**config.mk**
```make
export PLATFORM = sky130hd
export DESIGN_NAME = mem_arbiter_flat
export DESIGN_NICKNAME = d
export VERILOG_FILES = /design/src/rtl/mem_arbiter_if.sv /design/src/rtl/mem_arbiter.sv /design/src/flat_wrapper.sv
export SDC_FILE = /design/constraint.sdc
export NUM_CORES = 1
export LEC_CHECK = 0
export CORE_AREA = 2 2 86 170
export CTS_BUF_LIST = sky130_fd_sc_hd__clkbuf_16
export DETAILED_ROUTE_END_ITERATION = 6
export DIE_AREA = 0 0 88 172
export PLACE_DENSITY = 0.8
export SLEW_MARGIN = 20
export SYNTH_ARGS = -nofsm -noshare
export SYNTH_HDL_FRONTEND = slang
export SYNTH_SLANG_ARGS = --single-unit
export TNS_END_PERCENT = 30
```
**constraint.sdc**
```tcl
create_clock -name clk -period 4.6 [get_ports clk]
set_input_delay 0.46 -clock clk [delete_from_list [all_inputs] [get_ports clk]]
set_output_delay 0.46 -clock clk [all_outputs]
set_load 0.01 [all_outputs]
```
**src/rtl/mem_arbiter_if.sv**
```systemverilog
// Signal bundle between the CPU/DMA requesters, the arbiter and the data memory.
interface mem_arbiter_if #(
    parameter int ADDR_W = 8,
    parameter int DATA_W = 32
);
    logic              req0, req1, we0, we1;
    logic [31:0]       addr0, addr1;
    logic [DATA_W-1:0] wdata0, wdata1;
    logic [5:0]        op0, op1;
    logic              gnt0, gnt1, ack0, ack1, err0, err1;
    logic [DATA_W-1:0] rdata0, rdata1;
    logic              mem_en, mem_we;
    logic [3:0]        mem_be;
    logic [ADDR_W-1:0] mem_addr;
    logic [DATA_W-1:0] mem_wdata, mem_rdata;
    logic              busy;

    modport slave (
        input  req0, req1, we0, we1, addr0, addr1, wdata0, wdata1, op0, op1, mem_rdata,
        output gnt0, gnt1, ack0, ack1, err0, err1, rdata0, rdata1,
               mem_en, mem_we, mem_be, mem_addr, mem_wdata, busy
    );

    modport master (
        output req0, req1, we0, we1, addr0, addr1, wdata0, wdata1, op0, op1, mem_rdata,
        input  gnt0, gnt1, ack0, ack1, err0, err1, rdata0, rdata1,
               mem_en, mem_we, mem_be, mem_addr, mem_wdata, busy
    );
endinterface

```
**src/rtl/mem_arbiter.sv**
```systemverilog
// Two-port (CPU=0, DMA=1) arbiter in front of a synchronous-read data memory.
// Define MEM_ARB_FIXED_PRIO_EN to make port 0 win every tie instead of round-robin.
module mem_arbiter #(
    parameter int ADDR_W = 8,
    parameter int DATA_W = 32
) (
    input  logic          clk,
    input  logic          reset,
    mem_arbiter_if.slave  bus
);
    localparam logic [5:0] OP_SB = 6'h28;
    localparam logic [5:0] OP_SH = 6'h29;

    typedef enum logic [1:0] {IDLE, ISSUE, WAIT, RESP} state_t;

    state_t                 state_q, state_d;
    logic [1:0]             gnt_q, gnt_d, ack_q, ack_d, err_q, err_d;
    logic [1:0][DATA_W-1:0] rdata_q, rdata_d;
    logic                   mem_en_q, mem_en_d, mem_we_q, mem_we_d;
    logic [3:0]             mem_be_q, mem_be_d;
    logic [ADDR_W-1:0]      mem_addr_q, mem_addr_d;
    logic [DATA_W-1:0]      mem_wdata_q, mem_wdata_d;
    logic                   busy_q, busy_d;
    logic                   port_q, port_d, we_q, we_d, oor_q, oor_d;

    logic                   win, sel_we, sel_oor;
    logic [31:0]            sel_addr;
    logic [DATA_W-1:0]      sel_wdata;
    logic [5:0]             sel_op;

`ifdef MEM_ARB_FIXED_PRIO_EN
    assign win = ~bus.req0;
`else
    // last_q remembers the most recent grant; a tie goes to the other port.
    logic last_q, last_d;
    assign win    = (bus.req0 && bus.req1) ? ~last_q : ~bus.req0;
    assign last_d = (state_q == IDLE && (bus.req0 || bus.req1)) ? win : last_q;
    always_ff @(posedge clk or posedge reset) begin
        if (reset) last_q <= 1'b1;
        else       last_q <= last_d;
    end
`endif

    assign sel_we    = win ? bus.we1    : bus.we0;
    assign sel_addr  = win ? bus.addr1  : bus.addr0;
    assign sel_wdata = win ? bus.wdata1 : bus.wdata0;
    assign sel_op    = win ? bus.op1    : bus.op0;
    assign sel_oor   = |sel_addr[31:ADDR_W];

    always_comb begin
        state_d     = state_q;
        gnt_d       = '0;
        ack_d       = '0;
        err_d       = '0;
        rdata_d     = rdata_q;
        mem_en_d    = 1'b0;
        mem_we_d    = 1'b0;
        mem_be_d    = '0;
        mem_addr_d  = mem_addr_q;
        mem_wdata_d = mem_wdata_q;
        port_d      = port_q;
        we_d        = we_q;
        oor_d       = oor_q;
        case (state_q)
            IDLE: begin
                if (bus.req0 || bus.req1) begin
                    state_d      = ISSUE;
                    gnt_d[win]   = 1'b1;
                    port_d       = win;
                    we_d         = sel_we;
                    oor_d        = sel_oor;
                    // Memory strobe is prepared here so it is registered for the ISSUE cycle.
                    mem_en_d     = ~sel_oor;
                    mem_we_d     = sel_we & ~sel_oor;
                    mem_addr_d   = sel_addr[ADDR_W-1:0];
                    if (sel_we) begin
                        case (sel_op)
                            OP_SB: begin
                                mem_be_d    = 4'b0001;
                                mem_wdata_d = DATA_W'(sel_wdata[7:0]);
                            end
                            OP_SH: begin
                                mem_be_d    = 4'b0011;
                                mem_wdata_d = DATA_W'(sel_wdata[15:0]);
                            end
                            default: begin
                                mem_be_d    = 4'b1111;
                                mem_wdata_d = sel_wdata;
                            end
                        endcase
                    end
                end
            end
            ISSUE: begin
                if (we_q || oor_q) begin
                    state_d        = RESP;
                    ack_d[port_q]  = 1'b1;
                    err_d[port_q]  = oor_q;
                    if (oor_q) rdata_d[port_q] = '0;
                end else begin
                    state_d = WAIT;
                end
            end
            WAIT: begin
                state_d         = RESP;
                ack_d[port_q]   = 1'b1;
                rdata_d[port_q] = bus.mem_rdata;
            end
            RESP:    state_d = IDLE;
            default: state_d = IDLE;
        endcase
        busy_d = (state_d != IDLE);
    end

    always_ff @(posedge clk or posedge reset) begin
        if (reset) begin
            state_q     <= IDLE;
            gnt_q       <= '0;
            ack_q       <= '0;
            err_q       <= '0;
            rdata_q     <= '0;
            mem_en_q    <= 1'b0;
            mem_we_q    <= 1'b0;
            mem_be_q    <= '0;
            mem_addr_q  <= '0;
            mem_wdata_q <= '0;
            busy_q      <= 1'b0;
            port_q      <= 1'b0;
            we_q        <= 1'b0;
            oor_q       <= 1'b0;
        end else begin
            state_q     <= state_d;
            gnt_q       <= gnt_d;
            ack_q       <= ack_d;
            err_q       <= err_d;
            rdata_q     <= rdata_d;
            mem_en_q    <= mem_en_d;
            mem_we_q    <= mem_we_d;
            mem_be_q    <= mem_be_d;
            mem_addr_q  <= mem_addr_d;
            mem_wdata_q <= mem_wdata_d;
            busy_q      <= busy_d;
            port_q      <= port_d;
            we_q        <= we_d;
            oor_q       <= oor_d;
        end
    end

    assign bus.gnt0      = gnt_q[0];
    assign bus.gnt1      = gnt_q[1];
    assign bus.ack0      = ack_q[0];
    assign bus.ack1      = ack_q[1];
    assign bus.err0      = err_q[0];
    assign bus.err1      = err_q[1];
    assign bus.rdata0    = rdata_q[0];
    assign bus.rdata1    = rdata_q[1];
    assign bus.mem_en    = mem_en_q;
    assign bus.mem_we    = mem_we_q;
    assign bus.mem_be    = mem_be_q;
    assign bus.mem_addr  = mem_addr_q;
    assign bus.mem_wdata = mem_wdata_q;
    assign bus.busy      = busy_q;
endmodule

```
**src/flat_wrapper.sv**
```systemverilog
// flat-port wrapper written by rule: the top's interface ports become plain ports
module mem_arbiter_flat 
#(
    parameter int ADDR_W = 8,
    parameter int DATA_W = 32
)
  (clk, reset, bus_req0, bus_req1, bus_we0, bus_we1, bus_addr0, bus_addr1, bus_wdata0, bus_wdata1, bus_op0, bus_op1, bus_mem_rdata, bus_gnt0, bus_gnt1, bus_ack0, bus_ack1, bus_err0, bus_err1, bus_rdata0, bus_rdata1, bus_mem_en, bus_mem_we, bus_mem_be, bus_mem_addr, bus_mem_wdata, bus_busy);
  mem_arbiter_if #(.ADDR_W(ADDR_W), .DATA_W(DATA_W)) bus_i ();
  input  logic clk;
  input  logic reset;
  input wire logic [$bits(bus_i.req0)-1:0] bus_req0;
  input wire logic [$bits(bus_i.req1)-1:0] bus_req1;
  input wire logic [$bits(bus_i.we0)-1:0] bus_we0;
  input wire logic [$bits(bus_i.we1)-1:0] bus_we1;
  input wire logic [$bits(bus_i.addr0)-1:0] bus_addr0;
  input wire logic [$bits(bus_i.addr1)-1:0] bus_addr1;
  input wire logic [$bits(bus_i.wdata0)-1:0] bus_wdata0;
  input wire logic [$bits(bus_i.wdata1)-1:0] bus_wdata1;
  input wire logic [$bits(bus_i.op0)-1:0] bus_op0;
  input wire logic [$bits(bus_i.op1)-1:0] bus_op1;
  input wire logic [$bits(bus_i.mem_rdata)-1:0] bus_mem_rdata;
  output wire logic [$bits(bus_i.gnt0)-1:0] bus_gnt0;
  output wire logic [$bits(bus_i.gnt1)-1:0] bus_gnt1;
  output wire logic [$bits(bus_i.ack0)-1:0] bus_ack0;
  output wire logic [$bits(bus_i.ack1)-1:0] bus_ack1;
  output wire logic [$bits(bus_i.err0)-1:0] bus_err0;
  output wire logic [$bits(bus_i.err1)-1:0] bus_err1;
  output wire logic [$bits(bus_i.rdata0)-1:0] bus_rdata0;
  output wire logic [$bits(bus_i.rdata1)-1:0] bus_rdata1;
  output wire logic [$bits(bus_i.mem_en)-1:0] bus_mem_en;
  output wire logic [$bits(bus_i.mem_we)-1:0] bus_mem_we;
  output wire logic [$bits(bus_i.mem_be)-1:0] bus_mem_be;
  output wire logic [$bits(bus_i.mem_addr)-1:0] bus_mem_addr;
  output wire logic [$bits(bus_i.mem_wdata)-1:0] bus_mem_wdata;
  output wire logic [$bits(bus_i.busy)-1:0] bus_busy;
  assign bus_i.req0 = bus_req0;
  assign bus_i.req1 = bus_req1;
  assign bus_i.we0 = bus_we0;
  assign bus_i.we1 = bus_we1;
  assign bus_i.addr0 = bus_addr0;
  assign bus_i.addr1 = bus_addr1;
  assign bus_i.wdata0 = bus_wdata0;
  assign bus_i.wdata1 = bus_wdata1;
  assign bus_i.op0 = bus_op0;
  assign bus_i.op1 = bus_op1;
  assign bus_i.mem_rdata = bus_mem_rdata;
  assign bus_gnt0 = bus_i.gnt0;
  assign bus_gnt1 = bus_i.gnt1;
  assign bus_ack0 = bus_i.ack0;
  assign bus_ack1 = bus_i.ack1;
  assign bus_err0 = bus_i.err0;
  assign bus_err1 = bus_i.err1;
  assign bus_rdata0 = bus_i.rdata0;
  assign bus_rdata1 = bus_i.rdata1;
  assign bus_mem_en = bus_i.mem_en;
  assign bus_mem_we = bus_i.mem_we;
  assign bus_mem_be = bus_i.mem_be;
  assign bus_mem_addr = bus_i.mem_addr;
  assign bus_mem_wdata = bus_i.mem_wdata;
  assign bus_busy = bus_i.busy;
  mem_arbiter #(.ADDR_W(ADDR_W), .DATA_W(DATA_W)) u_core (.clk(clk), .reset(reset), .bus(bus_i));
endmodule
```
==> metrics list <==
- Outcome: finished clean
* Period utilization: around 53%
* Start-to-end type of the worst setup path: in2reg
* Total wire length after detailed routing: between 15000 and 20000 microns
- Number of top-level pins: 295
- For the worst setup path, the data arrival time is ~2700 ps.
- Synthesis instantiated 38 different standard cells from the library.
- The Yosys step of the flow raised 0 warnings.
- Final hold analysis gives a worst-case slack of roughly 400 ps.
* Most common flop cell mapped by yosys: dfrtp_1
- Number of pins exceeding their max-slew limit in the final report: 0
* CTS tree: yes
* Average via count per standard cell: about 5.1
- Number of design-rule violations left by the first detailed-router iteration: ~150
- Total instance count after detailed placement: approximately 970
* Total design power: roughly 5200 uW
- Max-cap violations in this run came to 0.
* Kind of launch point of the worst setup path: input pin
- First-pass GRT wire length: between 20000 and 30000 microns
- In this run the worst setup path terminates at u_core.bus.mem_wdata[16].
- Entering global routing, the biggest net connects 65 pins.
* TritonCTS Sinks: about 120
- After floorplanning, the core was sized to cover roughly 0.014 sq mm.
- Number of hold buffers added after cts: 0
* Finished Layout Cells: approximately 1000
- Syn_nets: between 600 and 700
- In this run the critical register-to-register path is launched from u_core.last_q.
- In the final layout, the share of cells above drive strength 1 is roughly 7%.
- Share of async-settable or async-resettable flops after synthesis: 100%
- Number of instances in the synthesized netlist: about 510
- Worst-path maximum fanout: 45
- Worst Hold Class: in2async
- Row generation in the floorplan step produced 61 rows.
- Clock tree root driver cell: clkbuf_16
- FMAX: 413 MHz
- The critical path starts at bus_req1.
* Y dimension of the die: roughly 170 microns
- The worst register-to-register path ends at u_core.bus.mem_wdata[16].
- CTS Buf Count: 17
- CTS clock-pin slew for the worst setup and hold paths: around 50 ps
- In this run, synthesis produced a sequential element count of approximately 120.
- Buffers added to address setup during post-CTS repair amount to 0.
- Data on the critical path is required at its endpoint by approximately 4900 ps.
* Initial Utilization: between 30% and 40%
- Reg2reg path depth: 4
- Clk_skew: approximately 8.6 ps
* CTS-repair resized insts: 0
- Die Outline Area: about 0.015 sq mm
- VDD IR-drop max: approximately 330 uV
* Register-to-register path setup slack: about 2300 ps
- The library cell used most frequently in the layout, excluding fill and tap cells, is clkdlybuf4s50_1.
- Number of endpoints with negative hold slack in the final report: 0
- Later-pin clock latency in the skew report: about 400 ps
- The congestion estimate from routability-driven global placement came to approximately 0.85.
- Bufs on Longest Clock Path: 2
- Mean Syn Cell Area: a little over 10 sq um
* Count of flip-flops with a built-in enable after synthesis: 0
- Proportion of synthesized chip area in sequential cells: 57.8%
* Highest-count cells in the layout ignoring fill and taps: clkdlybuf4s50_1, dfrtp_1, nand2_1, o21ai_0, mux2i_1
- For this block, the via count after detailed routing is roughly 5000.
- The cell area that synthesis handed to floorplanning was 0.00529 sq mm.
- The worst path in the final design needs a cycle of about 2400 ps, including I/O delays and setup.
- The number of antenna diodes in the final layout is 0.
- The number of antenna violations at the first check in global routing is 0.
- Instance area at placement: 0.00835 sq mm
* Vias in the first global route: 5350
- Summed over all nets, the half-perimeter wirelength after detailed placement is around 14000 microns.
- Number of nets at the end of the flow: 977
* Power per unit of standard cell area: around 580 mW/mm^2
- Summed over all failing endpoints, the final setup total negative slack is 0 ps.
* Post-layout instance area: a little under 0.009 sq mm
* Total number of H-tree levels: 4
- RSZ-0062 raised after global routing: no
* Residual DRC count: 0
* Leak: about 0.0038 uW
* Actual transition at the worst max-transition pin: around 860 ps
- For this run, the detailed router's first-pass iteration total came to 5.
* Avg WL per Cell: 18.0 microns
- Input and output buffers added on the ports amount to just under 300.
- The worst pin sits at a relative slew slack of a little over two fifths.
* Remaining antenna violation count after routing: 0
- Setup violations remaining at the end of the flow were counted as 0.
* Area delta synth->final: 68.8%
- Category of the worst setup path capture point: flip-flop
- Summed over all layers, the global routing overflow is 0.
- Total global-route track usage: ~24%
- Fillers: around 1100
* Die X: about 90 microns
-- state kept, by name (all words and copies together), names as in the netlist, 2 cells and up --
register,cells
u_core.bus.mem_wdata,32
u_core.bus.rdata0,32
u_core.bus.rdata1,32
u_core.bus.mem_addr,8
u_core.bus.mem_be,3
u_core.ack_q,2
u_core.err_q,2
u_core.gnt_q,2
u_core.state_q,2
-- worst max-delay path: stages --
cell and delay [ps]:
clkdlybuf4s50_1 540, nand2b_2 110, nand2_4 600, mux2i_4 770, o31ai_1 170
-- worst min path at each step --
| stage | startpoint | endpoint | slack, ps | cells after the start |
|---|---|---|---|---|
| after floorplan | u_core.we_q | u_core.we_q | 450 | 2 |
| after global placement | u_core.bus.rdata0[27] | u_core.bus.rdata0[27] | 460 | 2 |
| after detailed placement | u_core.bus.rdata1[28] | u_core.bus.rdata1[28] | 470 | 2 |
| after CTS | reset | u_core.bus.rdata0[2] | 400 | 2 |
| after global routing | reset | u_core.bus.rdata1[6] | 440 | 2 |
| final | reset | u_core.bus.rdata0[2] | 400 | 2 |
-- cell families after synthesis --
family | count (synthesis) | synth area share, %
and+or+nand+nor | 160 | 13.6
AOI/OAI and AO/OA | 145 | 16.2
DFF | 122 | 57.8
muxes | 42 | 8.19
buffers and inverters | 40 | 3.57
adders and majority gates | 3 | 0.710
-- metrics by stage --
step                      worst slack, ps  util (%)
after CTS                            2200      64.5
after floorplan                       899         -
final                                2180      64.6
after global routing                 2030      64.6
after global placement               1870      60.4
after detailed placement             1760      60.4
-- cell type report --
class / count / area (sq um) / area share [%]
timing repair buffer: 299 / 2980 / 33.4
tap: 189 / 236 / 2.65
inverter: 6 / 25.0 / 0.280
clock buffer: 17 / 425 / 4.77
sequential: 122 / 3050 / 34.2
multi-input combinational: 350 / 2070 / 23.2
clock inverter: 15 / 135 / 1.51
-- synth_stat cells, types with 2 or more instances --
master | n | area share (%)
o31ai_1 | 15 | 2.1
nand4_1 | 2 | 0.24
inv_2 | 2 | 0.14
nand3b_1 | 2 | 0.28
inv_1 | 4 | 0.28
ha_1 | 3 | 0.71
and2_1 | 2 | 0.24
nand2_1 | 117 | 8.3
clkbuf_1 | 24 | 1.7
o21ai_0 | 74 | 7.0
o21ai_1 | 39 | 3.7
nand3_1 | 2 | 0.19
buf_4 | 3 | 0.43
buf_6 | 3 | 0.64
nor2_1 | 11 | 0.78
buf_2 | 4 | 0.38
mux2i_1 | 41 | 7.8
dfrtp_1 | 121 | 57
nor4b_2 | 2 | 0.57
o31ai_2 | 9 | 2.1
nor4_1 | 12 | 1.4
a21oi_1 | 4 | 0.38
-- power by group --
part | switching, uW | internal [uW]
Sequential | 225 | 1470
Combinational | 1160 | 1050
Clock | 467 | 786
-- layer usage --
layer,up-vias,wire length [microns],track usage (%)
met2,273,9920,44.5
met5,-,0,0
met3,23,1320,6.54
li1,2355,-,-
met1,2407,6310,26.0
met4,0,446,8.36
No activity file was read; power rests on OpenSTA's default activity.
